<file path="src/rtl/pipeline_controller_pkg.sv">
// ---------------------------------------------------------------------------
// pipeline_defines
// Shared constants for the 5-stage pipeline sequencer.
//   - per-stage stall masks (bit0 PC, bit1 IF, bit2 ID, bit3 EX, bit4 MEM,
//     bit5 WB; 1 = hold that stage)
//   - sequencer state encoding (RUN / FLUSH)
//   - stall vector bit positions
// Imported by pipeline_controller and stall_watchdog.
// ---------------------------------------------------------------------------
package pipeline_defines;

  // A stall from a stage freezes that stage and everything upstream of it,
  // so younger instructions wait while older ones keep draining.
  localparam logic [5:0] STALL_NONE    = 6'b000000;
  localparam logic [5:0] STALL_FROM_ID = 6'b000111;
  localparam logic [5:0] STALL_FROM_EX = 6'b001111;

  localparam logic [0:0] RUN   = 1'b0;
  localparam logic [0:0] FLUSH = 1'b1;

  localparam int STALL_BIT_PC  = 0;
  localparam int STALL_BIT_IF  = 1;
  localparam int STALL_BIT_ID  = 2;
  localparam int STALL_BIT_EX  = 3;
  localparam int STALL_BIT_MEM = 4;
  localparam int STALL_BIT_WB  = 5;

endpackage

</file>
<file path="src/rtl/pipeline_controller_stall_watchdog.sv">
// ---------------------------------------------------------------------------
// stall_watchdog
// Counts consecutive cycles in which the PC is held and raises a sticky
// error flag once the count reaches STALL_TIMEOUT (a likely deadlock).
//
// Parameters:
//   STALL_TIMEOUT  consecutive stalled cycles that trip the flag (1..65535)
// Ports:
//   clock             in   system clock, rising edge
//   reset             in   asynchronous active-low reset
//   i_stallPc         in   stall[0] of the pipeline stall vector
//   o_stallTimeout    out  sticky watchdog flag, cleared only by reset
// ---------------------------------------------------------------------------
module stall_watchdog
  import pipeline_defines::*;
#(
  parameter int STALL_TIMEOUT = 255
) (
  input  logic clock,
  input  logic reset,
  input  logic i_stallPc,
  output logic o_stallTimeout
);

  localparam logic [15:0] TIMEOUT_VALUE = 16'(STALL_TIMEOUT);

  logic [15:0] r_stallCount;
  logic        r_stallTimeout;

  // Saturating run-length counter of stalled cycles; any unstalled edge
  // restarts the run. The flag is set on the same edge the count lands on
  // the timeout value and never clears on its own.
  always_ff @(posedge clock or negedge reset) begin
    if (!reset) begin
      r_stallCount   <= 16'd0;
      r_stallTimeout <= 1'b0;
    end else if (i_stallPc) begin
      if (r_stallCount < TIMEOUT_VALUE) begin
        r_stallCount <= r_stallCount + 16'd1;
        if (r_stallCount + 16'd1 == TIMEOUT_VALUE) begin
          r_stallTimeout <= 1'b1;
        end
      end
    end else begin
      r_stallCount <= 16'd0;
    end
  end

  assign o_stallTimeout = r_stallTimeout;

endmodule

</file>
<file path="src/rtl/pipeline_controller.sv">
// ---------------------------------------------------------------------------
// pipeline_controller
// Central sequencer for the IF/ID/EX/MEM/WB pipeline: merges stage stall
// requests into a per-stage stall vector, sequences flushes on exception or
// redirect requests, and runs a consecutive-stall deadlock watchdog.
//
// Parameters:
//   FLUSH_CYCLES   cycles flush stays asserted per redirect (1..15)
//   STALL_TIMEOUT  consecutive stalled cycles that trip the watchdog
// Ports:
//   clock                in   system clock, rising edge
//   reset                in   asynchronous active-low reset
//   stall_request_id     in   load-use hazard in ID
//   stall_request_ex     in   multi-cycle operation busy in EX
//   exception_request    in   one-cycle flush/redirect request
//   exception_vector     in   redirect PC, sampled with exception_request
//   stall[5:0]           out  per-stage hold (bit0 PC .. bit5 WB)
//   flush                out  clear all pipeline registers this cycle
//   new_program_counter  out  redirect PC, valid while flush=1
//   stall_timeout        out  sticky watchdog error flag
// Optional (macro PIPELINE_STALL_COUNTER_EN):
//   stall_count_clear    in   synchronous clear of the stall cycle counter
//   stall_cycle_count    out  free-running count of stalled cycles (wraps)
// ---------------------------------------------------------------------------
module pipeline_controller
  import pipeline_defines::*;
#(
  parameter int FLUSH_CYCLES  = 1,
  parameter int STALL_TIMEOUT = 255
) (
  input  logic        clock,
  input  logic        reset,
  input  logic        stall_request_id,
  input  logic        stall_request_ex,
  input  logic        exception_request,
  input  logic [31:0] exception_vector,
  output logic [5:0]  stall,
  output logic        flush,
  output logic [31:0] new_program_counter,
  output logic        stall_timeout
`ifdef PIPELINE_STALL_COUNTER_EN
  ,
  input  logic        stall_count_clear,
  output logic [31:0] stall_cycle_count
`endif
);

  localparam logic [3:0] FLUSH_LOAD = 4'(FLUSH_CYCLES - 1);

  logic [0:0]  r_state;
  logic        r_flush;
  logic [31:0] r_newPc;
  logic [3:0]  r_flushCount;
  logic [5:0]  w_stall;

  // Stall vector is purely combinational so a hazard holds the pipe in the
  // same cycle it is detected. An exception wins over any stall so the
  // redirect is never blocked, and the vector is forced quiet during reset.
  always_comb begin
    w_stall = STALL_NONE;
    if (reset && (r_state == RUN) && !exception_request) begin
      if (stall_request_ex) begin
        w_stall = STALL_FROM_EX;
      end else if (stall_request_id) begin
        w_stall = STALL_FROM_ID;
      end
    end
  end

  // Flush sequencer. The counter is preloaded with FLUSH_CYCLES-1 and the
  // state leaves FLUSH on the edge after it reaches zero, giving exactly
  // FLUSH_CYCLES cycles of flush. Requests arriving during FLUSH are dropped.
  always_ff @(posedge clock or negedge reset) begin
    if (!reset) begin
      r_state      <= RUN;
      r_flush      <= 1'b0;
      r_newPc      <= 32'd0;
      r_flushCount <= 4'd0;
    end else begin
      case (r_state)
        RUN: begin
          if (exception_request) begin
            r_state      <= FLUSH;
            r_flush      <= 1'b1;
            r_newPc      <= exception_vector;
            r_flushCount <= FLUSH_LOAD;
          end
        end
        default: begin
          if (r_flushCount == 4'd0) begin
            r_state <= RUN;
            r_flush <= 1'b0;
          end else begin
            r_flushCount <= r_flushCount - 4'd1;
          end
        end
      endcase
    end
  end

  stall_watchdog #(
    .STALL_TIMEOUT(STALL_TIMEOUT)
  ) u_stallWatchdog (
    .clock         (clock),
    .reset         (reset),
    .i_stallPc     (w_stall[STALL_BIT_PC]),
    .o_stallTimeout(stall_timeout)
  );

`ifdef PIPELINE_STALL_COUNTER_EN
  logic [31:0] r_stallCycleCount;

  // Performance counter of stalled cycles; clear beats increment and the
  // count wraps naturally at 32 bits.
  always_ff @(posedge clock or negedge reset) begin
    if (!reset) begin
      r_stallCycleCount <= 32'd0;
    end else if (stall_count_clear) begin
      r_stallCycleCount <= 32'd0;
    end else if (w_stall[STALL_BIT_PC]) begin
      r_stallCycleCount <= r_stallCycleCount + 32'd1;
    end
  end

  assign stall_cycle_count = r_stallCycleCount;
`endif

  assign stall               = w_stall;
  assign flush               = r_flush;
  assign new_program_counter = r_newPc;

endmodule

</file>
<file path="config.mk">
export PLATFORM = sky130hd
export DESIGN_NAME = pipeline_controller
export DESIGN_NICKNAME = d
export VERILOG_FILES = /design/src/rtl/pipeline_controller_pkg.sv /design/src/rtl/pipeline_controller_stall_watchdog.sv /design/src/rtl/pipeline_controller.sv
export SDC_FILE = /design/constraint.sdc
export NUM_CORES = 1
export LEC_CHECK = 0
export CORE_MARGIN = 5
export CORE_UTILIZATION = 41
export CTS_BUF_LIST = sky130_fd_sc_hd__clkbuf_4 sky130_fd_sc_hd__clkbuf_8 sky130_fd_sc_hd__clkbuf_16
export CTS_CLUSTER_SIZE = 20
export DETAILED_ROUTE_END_ITERATION = 12
export HOLD_SLACK_MARGIN = 0.1
export PLACE_DENSITY = 0.78
export SYNTH_ARGS = -nofsm -noshare
export SYNTH_HDL_FRONTEND = slang
export SYNTH_SLANG_ARGS = --single-unit
</file>
<file path="constraint.sdc">
create_clock -name clock -period 1.8 [get_ports clock]
set_clock_uncertainty 0.2 [all_clocks]
set_input_delay 0.18 -clock clock [delete_from_list [all_inputs] [get_ports clock]]
set_output_delay 0.18 -clock clock [all_outputs]
set_load 0.05 [all_outputs]
</file>
-- Word-level counts from Yosys, hierarchy flattened
Index checks and enable logic that the tools add are counted.
- bits in registers: 55
- input port bits: 37
- output and inout bits: 40
- logic and storage cells: 37
- add/sub/neg operators: 2
- magnitude comparators: 1
- eq/ne operators: 4
- multiplexer cells: 14
- bitwise operators: 1
- reduce and logical (&&, ||, !) cells: 9
- operator list (kind ; number):
    16-bit 2-to-1 mux ; 2
    16-bit by 1-bit adder with 16-bit output (second input constant) ; 1
    16-bit by 8-bit == test with 1-bit output (second input constant) ; 1
    16-bit by 8-bit < comparator with 1-bit output (second input constant) ; 1
    4-bit 2-to-1 mux ; 4
    1-bit 2-to-1 mux ; 6
    6-bit 2-to-1 mux ; 1
    2-bit AND reduction ; 3
    4-bit logical NOT ; 1
    2-bit by 1-bit inequality test with 1-bit output (second input constant) ; 2
    4-bit by 1-bit subtractor with 4-bit output (second input constant) ; 1
    3-bit 2-to-1 mux ; 1
    3-bit AND reduction ; 1
    1-bit logical AND ; 2
    2-bit inequality test (second input constant) ; 1
    2-bit nonzero test ; 1
    1-bit logical NOT ; 1
    1-bit inverter ; 1

-- Longest topological paths before layout
Gate-level depths: netlist of the first run.
- depth after elaboration: 5
- gate-level depth with buffers: 6
- gate-level depth less buffers: 6

-- Cells and area by module
A second synthesis of the first run with hierarchy kept.
- cell total of the unflattened synthesis: 251
- area, all modules: 2404.8 sq um
- modules (own cells, without submodules) (module ; times used ; cells an instance ; area each (sq um) ; sequential area each (sq um)):
    pipeline_controller ; 1 ; 174 ; 1585.3 ; 950.9
    stall_watchdog ; 1 ; 77 ; 819.5 ; 425.4

-- Worst setup path before layout of the first run
OpenSTA, ideal clock, no wires.
- path type: register to register
- from: register u_stallWatchdog.r_stallCount[0]
- to: register u_stallWatchdog.r_stallTimeout, in the netlist u_stallWatchdog.o_stallTimeout
- library setup time: 0.069 ns
- arrival time: 1.557 ns
- required time: 1.531 ns
- setup slack: -0.025 ns
- cell stages (with the launch flop): 7
- path buffers: 0
- period minus slack after synthesis: 1.825 ns
- cell sequence: dfrtp_1 > ha_1 > nand4_1 > nor3_1 > or4bb_1 > nand4_1 > a41o_1
- word-level cells in the longest chain between the ends: 3
- elaborated cells between the ends (all ways): 4
- those cells by class: add/sub: 1; order compare: 1; eq/ne: 1; reduce/logical: 1
- RTL lines (what ; RTL line ; source):
    start, declared ; pipeline_controller_stall_watchdog.sv:27 ; logic [15:0] r_stallCount;
    start signal, assigned ; pipeline_controller_stall_watchdog.sv:39 ; r_stallCount <= r_stallCount + 16'd1;
    16-bit by 1-bit adder with 16-bit output ; pipeline_controller_stall_watchdog.sv:40 ; if (r_stallCount + 16'd1 == TIMEOUT_VALUE) begin
    16-bit by 8-bit == test with 1-bit output ; pipeline_controller_stall_watchdog.sv:40 ;
    3-bit AND reduction (no source line) * ; -- ;
    end signal, assigned ; pipeline_controller_stall_watchdog.sv:36 ; r_stallTimeout <= 1'b0;
    end signal, assigned ; pipeline_controller_stall_watchdog.sv:41 ; r_stallTimeout <= 1'b1;
    end, declared ; pipeline_controller_stall_watchdog.sv:28 ; logic r_stallTimeout;
Every way passes the cells marked *; elsewhere a longest branch is shown, timed or not.
A chain may end at the register's enable or synchronous reset.

-- Worst setup path after layout of the first run
- from: register u_stallWatchdog.r_stallCount[1]
- to: register u_stallWatchdog.r_stallTimeout, in the netlist u_stallWatchdog.o_stallTimeout
The elaborated chain is that of the path after synthesis.

==> key figures, run 1 <==
Status
  – Status: finished, final reports clean

Yosys
  – Synth top area cells: dfrtp_1 57%, nand2_1 17%, xnor2_1 2.9%
  – EDFF count, synth: 0
  – Cells after synthesis: 260
  – #FFs+latches synth: 55
  – Area leader, netlist: dfrtp_1
  – Share of the synthesized area in the top cell type: 0.5738
  – Post-synthesis sequential area ratio: 0.5738
  – Mapped Area: 0.002399 mm²
  – Synth unique cells: 35
  – Fraction of registers with async set/reset: 1.000
  – Ys flop type: dfrtp_1
  – Syn. warnings: 0
  – Avg Cell Area, Syn: 9.225 µm²

Finish
  – Layout cell share with drive strength beyond 1: 0.2605
  – N_diodes: 0
  – Fin nets: 398
  – Layout Cells excl Fill: 429
  – Most frequent cells in the layout: 106 x nand2_1, 60 x buf_4, 52 x dfrtp_1, 35 x clkdlybuf4s50_1, 12 x nor2_1
  – P&R area growth vs syn: 47.00%
  – Most common library cell in the layout ignoring fill and taps: nand2_1
  – Core Util, Final: 0.6287

Worst setup path
  – Reg2Reg Setup Slack: 0.2 ps
  – Worst setup path start: u_stallWatchdog.r_stallCount[1]$_DFFE_PN0P_
  – WS Path Type: register to register
  – Reg2Reg Depth: 6
  – Critical Path RT: 1840 ps
  – Worst r2r src: u_stallWatchdog.r_stallCount[1]$_DFFE_PN0P_
  – Crit end category: register
  – CP Launch Type: register
  – CP bufs+invs: 0
  – Crit-path slowest cell: or4bb_1
  – Maximum fanout along the worst path: 2
  – Kind of cell adding the most delay to the critical path: simple AND/OR/NAND/NOR gates
  – Crit path cell chain: ha_2 > nand4_1 > nor3_2 > or4bb_1 > nand4_1 > a41o_1
  – CP peak stage delay: 470 ps
  – Worst Path Arrival: 1840 ps
  – Top cell by count, worst path: nand4_1
  – R2r endpoint: u_stallWatchdog.o_stallTimeout$_DFFE_PN0P_

STA
  – Fin. Hold Viols: 0
  – Worst-Margin Slew: 663.2 ps
  – Pins Over Slew Limit: 0
  – Max_slew headroom: 0.5578
  – Peak Freq: 555.6 MHz
  – Post-route clock period utilization: 0.9999
  – Final setup violation count: 0
  – WHS: 195.4 ps
  – RSZ-0062 raised after global routing: true
  – Final min period: 1800 ps
  – Total negative slack: 0 ps

Placed design
  – Routability congestion estimate: 0.8204
  – Cell Count Post-Placement: 412
  – Buffers added on ports: 74
  – Hpwl dp: 4.264 mm

Clock tree
  – Clock Path Buffers: 2
  – H-tree depth: 2
  – Total CTS buffers: 5
  – CTS tree: yes
  – Total clock sinks: 55
  – Root Buffer: clkbuf_8
  – Clock slew at reported path FFs: 90 ps
  – Clk Latency, worst-skew pair: 300 ps

Floorplan
  – # IOs: 77
  – Die ar.: 0.007480 mm²
  – Core footprint: 0.005608 mm²
  – Die width: 86.49 µm
  – Row count: 27
  – Starting density of the core: 0.4277
  – Die H: 86.49 µm

GRT
  – GRT Total Usage: 0.1553
  – First-pass GRT wire length: 9.349 mm
  – Largest net degree at the start of global routing: 56
  – Initial antenna violation count: 0
  – Met1 Track Usage GR: 0.1793
  – Global routing usage on met3: 0.04753
  – Gr ovfl total: 0
  – Met2 usage: 0.2761
  – Vias in the first global route: 2073
  – GR peak layer: met2

Routing
  – ANT nets after route: 0
  – Vias per inst: 4.797
  – DR iter-0 viols: 82
  – DR pass1 iterations: 4
  – WL final: 5.832 mm
  – DR vias: 2058
  – Wire per inst: 13.59 µm
  – Remaining DRCs: 0

Power and ir drop
  – PD cells: 1569 mW/mm²
  – Leakage Power: 1.746 nW
  – Max rail drop VDD: 1040 µV

Hold path
  – Hold Startpoint: exception_vector[10]
  – Hold Path Class: input port to register
  – Worst Hold End: new_program_counter[10]$_DFFE_PN0P_
  – Hold depth: 3

Flow run
  – Max-cap violations: 0
-- worst max path at each step --
stage | to | cells after the start | slack, ps
final | u_stallWatchdog.o_stallTimeout$_DFFE_PN0P_ | 6 | 0.2
after detailed placement | u_stallWatchdog.r_stallCount[4]$_DFFE_PN0P_ | 5 | -50
after floorplan | u_stallWatchdog.o_stallTimeout$_DFFE_PN0P_ | 6 | 20
after CTS | u_stallWatchdog.r_stallCount[7]$_DFFE_PN0P_ | 5 | -30
after global placement | u_stallWatchdog.r_stallCount[0]$_DFFE_PN0P_ | 6 | 10
after global routing | u_stallWatchdog.r_stallCount[7]$_DFFE_PN0P_ | 5 | -70
-- cells by family after synthesis --
group / share of synthesized area
XOR/XNOR: 0.04382
flip-flops: 0.5738
other: 0.001563
AO/OA/AOI/OAI: 0.02086
AND/OR/NAND/NOR: 0.3031
buffers and inverters: 0.03599
adder cells (fa/ha/maj): 0.02087
-- per-stage QoR --
stage	setup slack (ps)	instance area, µm²	power [mW]
6_report	0.2215	3526	5.534
5_1_grt	-74.40	3526	5.857
4_1_cts	-34.56	3422	5.572
3_5_place_dp	-54.40	3268	4.748
3_3_place_gp	10.48	3268	4.690
2_1_floorplan	16.79	2405	3.779
-- power breakdown --
group	internal [mW]	total [mW]	switching, mW
Clock	0.407	0.790	0.383
Sequential	1.65	1.89	0.246
Combinational	0.888	2.85	1.96
Total	2.94	5.53	2.59
-- cell usage after synthesis, types with 2 or more instances --
cell	number
xor2_1	4
nor2_1	14
o21ai_0	2
nand3_1	7
buf_4	5
inv_1	4
and2_1	6
and3_1	3
nand2_1	107
nor4_1	3
ha_1	4
nand4_1	3
o22ai_1	2
dfrtp_1	55
xnor2_1	8
nor3_1	6
nor3b_1	2
clkbuf_1	8
-- state kept, by name, indices dropped and copies added, names as in the netlist --
signal / count
r_state: 1
flush: 1
new_program_counter: 32
u_stallWatchdog.o_stallTimeout: 1
r_flushCount: 4
u_stallWatchdog.r_stallCount: 16
-- tightest hold or removal path: stages --
cell,delay [ps]
clkdlybuf4s50_1,390
nand2_1,50
nand2_1,40
-- routing by layer --
| metal | part of all wire | wire, µm |
|---|---|---|
| met5 | 0 | 0 |
| met4 | 0.021 | 125 |
| met3 | 0.048 | 278 |
| met2 | 0.51 | 2980 |
| met1 | 0.42 | 2448 |
-- timing repair --
action                                  CTS  global route
pin swaps                                 2             8
endpoints found under the setup margin    9            15
resized for setup                         6            12
setup buffers                             2             7
hold buffers                              1             0
hold endpoints to repair                 55             0
cloned                                    0             0
-- final cells by class --
| type | count | area, µm² |
|---|---|---|
| sequential | 55 | 1380 |
| timing repair buffer | 102 | 915.9 |
| multi-input combinational | 188 | 1015 |
| tap | 72 | 90.09 |
| inverter | 5 | 18.77 |
| fill | 458 | 2082 |
| clock buffer | 5 | 68.82 |
| clock inverter | 2 | 37.54 |
Note: power is estimated with default switching activity, not from simulation.
==> run 2, diff against run 1 <==
- CELL_PAD_IN_SITES_DETAIL_PLACEMENT: not set -> 2
- CELL_PAD_IN_SITES_GLOBAL_PLACEMENT: not set -> 2
- CORE_UTILIZATION: 41 -> 24
- HOLD_SLACK_MARGIN: 0.1 -> 0.12
==> key figures, run 2 (synthesized netlist as in run 1, its figures left out) <==
STA
  – Total negative slack: -14.81 ps
  – Peak Freq: 551.0 MHz
  – Post-route clock period utilization: 1.008
  – Max_slew headroom: 0.4964
  – Pins Over Slew Limit: 0
  – Fin. Hold Viols: 0
  – Final setup violation count: 1
  – Worst-Margin Slew: 755.5 ps
  – RSZ-0062 raised after global routing: true
  – WHS: 182.8 ps
  – Setup WS post-layout: -14.81 ps
  – Final min period: 1815 ps

Floorplan
  – Die ar.: 0.01209 mm²
  – # IOs: 77
  – Die width: 110.0 µm
  – Row count: 36
  – Core footprint: 0.009774 mm²
  – Starting density of the core: 0.2454
  – Die H: 110.0 µm

Finish
  – Fin nets: 398
  – Most common library cell in the layout ignoring fill and taps: nand2_1
  – Max FFs per register: 32
  – # fillers: 1095
  – Most frequent cells in the layout: 106 x nand2_1, 60 x buf_4, 54 x dfrtp_1, 35 x clkdlybuf4s50_1, 12 x nor2_1
  – Core Util, Final: 0.3714
  – N_diodes: 0
  – P&R area growth vs syn: 51.33%
  – Layout cell share with drive strength beyond 1: 0.2654

Worst setup path
  – Reg2Reg Depth: 6
  – Worst Path Arrival: 1880 ps
  – R2r endpoint: u_stallWatchdog.o_stallTimeout$_DFFE_PN0P_
  – Crit end category: register
  – CP Launch Type: register
  – WS Path Type: register to register
  – Maximum fanout along the worst path: 2
  – Critical Path RT: 1860 ps
  – Reg2Reg Setup Slack: -10 ps
  – Worst r2r src: u_stallWatchdog.r_stallCount[0]$_DFFE_PN0P_

Power and ir drop
  – Clock share of power: 0.153
  – Pint: 2.959 mW
  – PD cells: 1563 mW/mm²
  – Net switching power figure: 2.716 mW
  – Leakage Power: 1.758 nW
  – Sw Share: 0.4786
  – Flop pwr share: 0.336
  – Max rail drop VDD: 831.2 µV
  – Logic pwr share: 0.511

Routing
  – DR vias: 2142
  – DR pass1 iterations: 3
  – ANT nets after route: 0
  – WL final: 7.551 mm
  – DR iter-0 viols: 32
  – Vias per inst: 4.363
  – Remaining DRCs: 0
  – Wire per inst: 15.38 µm

Clock tree
  – CTS tree: yes
  – H-tree depth: 2
  – Clock slew at reported path FFs: 110 ps
  – Clk Latency, worst-skew pair: 310 ps
  – Clock Path Buffers: 2
  – Total CTS buffers: 5
  – Total clock sinks: 55
  – Root Buffer: clkbuf_8

Hold path
  – Hold depth: 3
  – Hold Startpoint: exception_vector[9]
  – Worst Hold End: new_program_counter[9]$_DFFE_PN0P_
  – Hold Path Class: input port to register

Flow run
  – Max-cap violations: 0

GRT
  – GRT Total Usage: 0.1309
  – Largest net degree at the start of global routing: 56
  – Vias in the first global route: 2490
  – First-pass GRT wire length: 12.40 mm
  – Initial antenna violation count: 0
  – Gr ovfl total: 0

Status
  – Failing checks: setup timing
  – Status: complete, but fails checks

Placed design
  – Buffers added on ports: 74
  – Routability congestion estimate: 0.8108
  – Hpwl dp: 5.503 mm
-- run 2: cell types whose count changed in the layout (fill, tap and decap cells not counted), moves of 2 or more --
cell / change
nor3_2: +2
nor3_1: -2
dfrtp_2: -2
and3_1: -2
and3_4: +2
dfrtp_1: +2
-- run 2: cell type report --
cell class	count	area, µm²	share of cell area
Clock buffer	6	76.32	0.02103
Clock inverter	2	38.79	0.01069
Inverter	5	18.77	0.005171
Multi-Input combinational cell	188	1036	0.2854
Sequential cell	55	1378	0.3795
Tap cell	133	166.4	0.04585
Timing Repair Buffer	102	915.9	0.2523
-- run 2: worst max path at each step --
stage / start / to / slack (ps) / cells past startpoint
after global routing: u_stallWatchdog.r_stallCount[8]$_DFFE_PN0P_ / u_stallWatchdog.r_stallCount[2]$_DFFE_PN0P_ / -90 / 5
after floorplan: u_stallWatchdog.r_stallCount[0]$_DFFE_PN0P_ / u_stallWatchdog.o_stallTimeout$_DFFE_PN0P_ / 20 / 6
after global placement: exception_request / u_stallWatchdog.o_stallTimeout$_DFFE_PN0P_ / -30 / 7
final: u_stallWatchdog.r_stallCount[0]$_DFFE_PN0P_ / u_stallWatchdog.o_stallTimeout$_DFFE_PN0P_ / -10 / 6
after detailed placement: exception_request / u_stallWatchdog.o_stallTimeout$_DFFE_PN0P_ / -120 / 7
after CTS: u_stallWatchdog.r_stallCount[0]$_DFFE_PN0P_ / u_stallWatchdog.o_stallTimeout$_DFFE_PN0P_ / -30 / 6
-- run 2: repair_timing --
item,CTS,global route
setup buffers,4,1
hold buffers,1,0
endpoints found under the hold margin,55,0
gates resized for setup,11,8
pin swaps,3,6
setup endpoints to repair,9,15
-- run 2: power by group through the flow --
stage | logic [mW] | registers, mW | clock network, mW
floorplan | 0.666 | 3.11 | 0
global placement | 2.84 | 1.91 | 0
detailed placement | 2.94 | 1.93 | 0
CTS | 2.96 | 1.92 | 0.905
global route | 3.13 | 1.96 | 0.959
finish | 2.90 | 1.91 | 0.870
-- run 2: stage by stage --
stage	total power, mW	setup slack, ps	cells	cell area (µm²)
6_report	5.675	-14.81	491	3630
5_1_grt	6.051	-92.78	491	3630
4_1_cts	5.789	-28.34	490	3583
3_5_place_dp	4.871	-121.8	477	3374
3_3_place_gp	4.757	-31.74	477	3374
2_1_floorplan	3.779	16.79	261	2405
-- run 2: metal layers --
layer / GRT usage / up-vias / part of all wire
met5: 0 / - / 0
met4: 0.02939 / 0 / 0.0093
met3: 0.03320 / 6 / 0.044
met2: 0.2340 / 46 / 0.53
met1: 0.1576 / 1075 / 0.42
li1: - / 1015 / -
-- run 2: worst max-delay path, cell delays in order, from the launching register on --
cell	delay [ps]
dfrtp_1	400
ha_2	200
nand4_1	150
nor3_2	80
or4bb_1	470
nand4_1	110
a41o_1	170
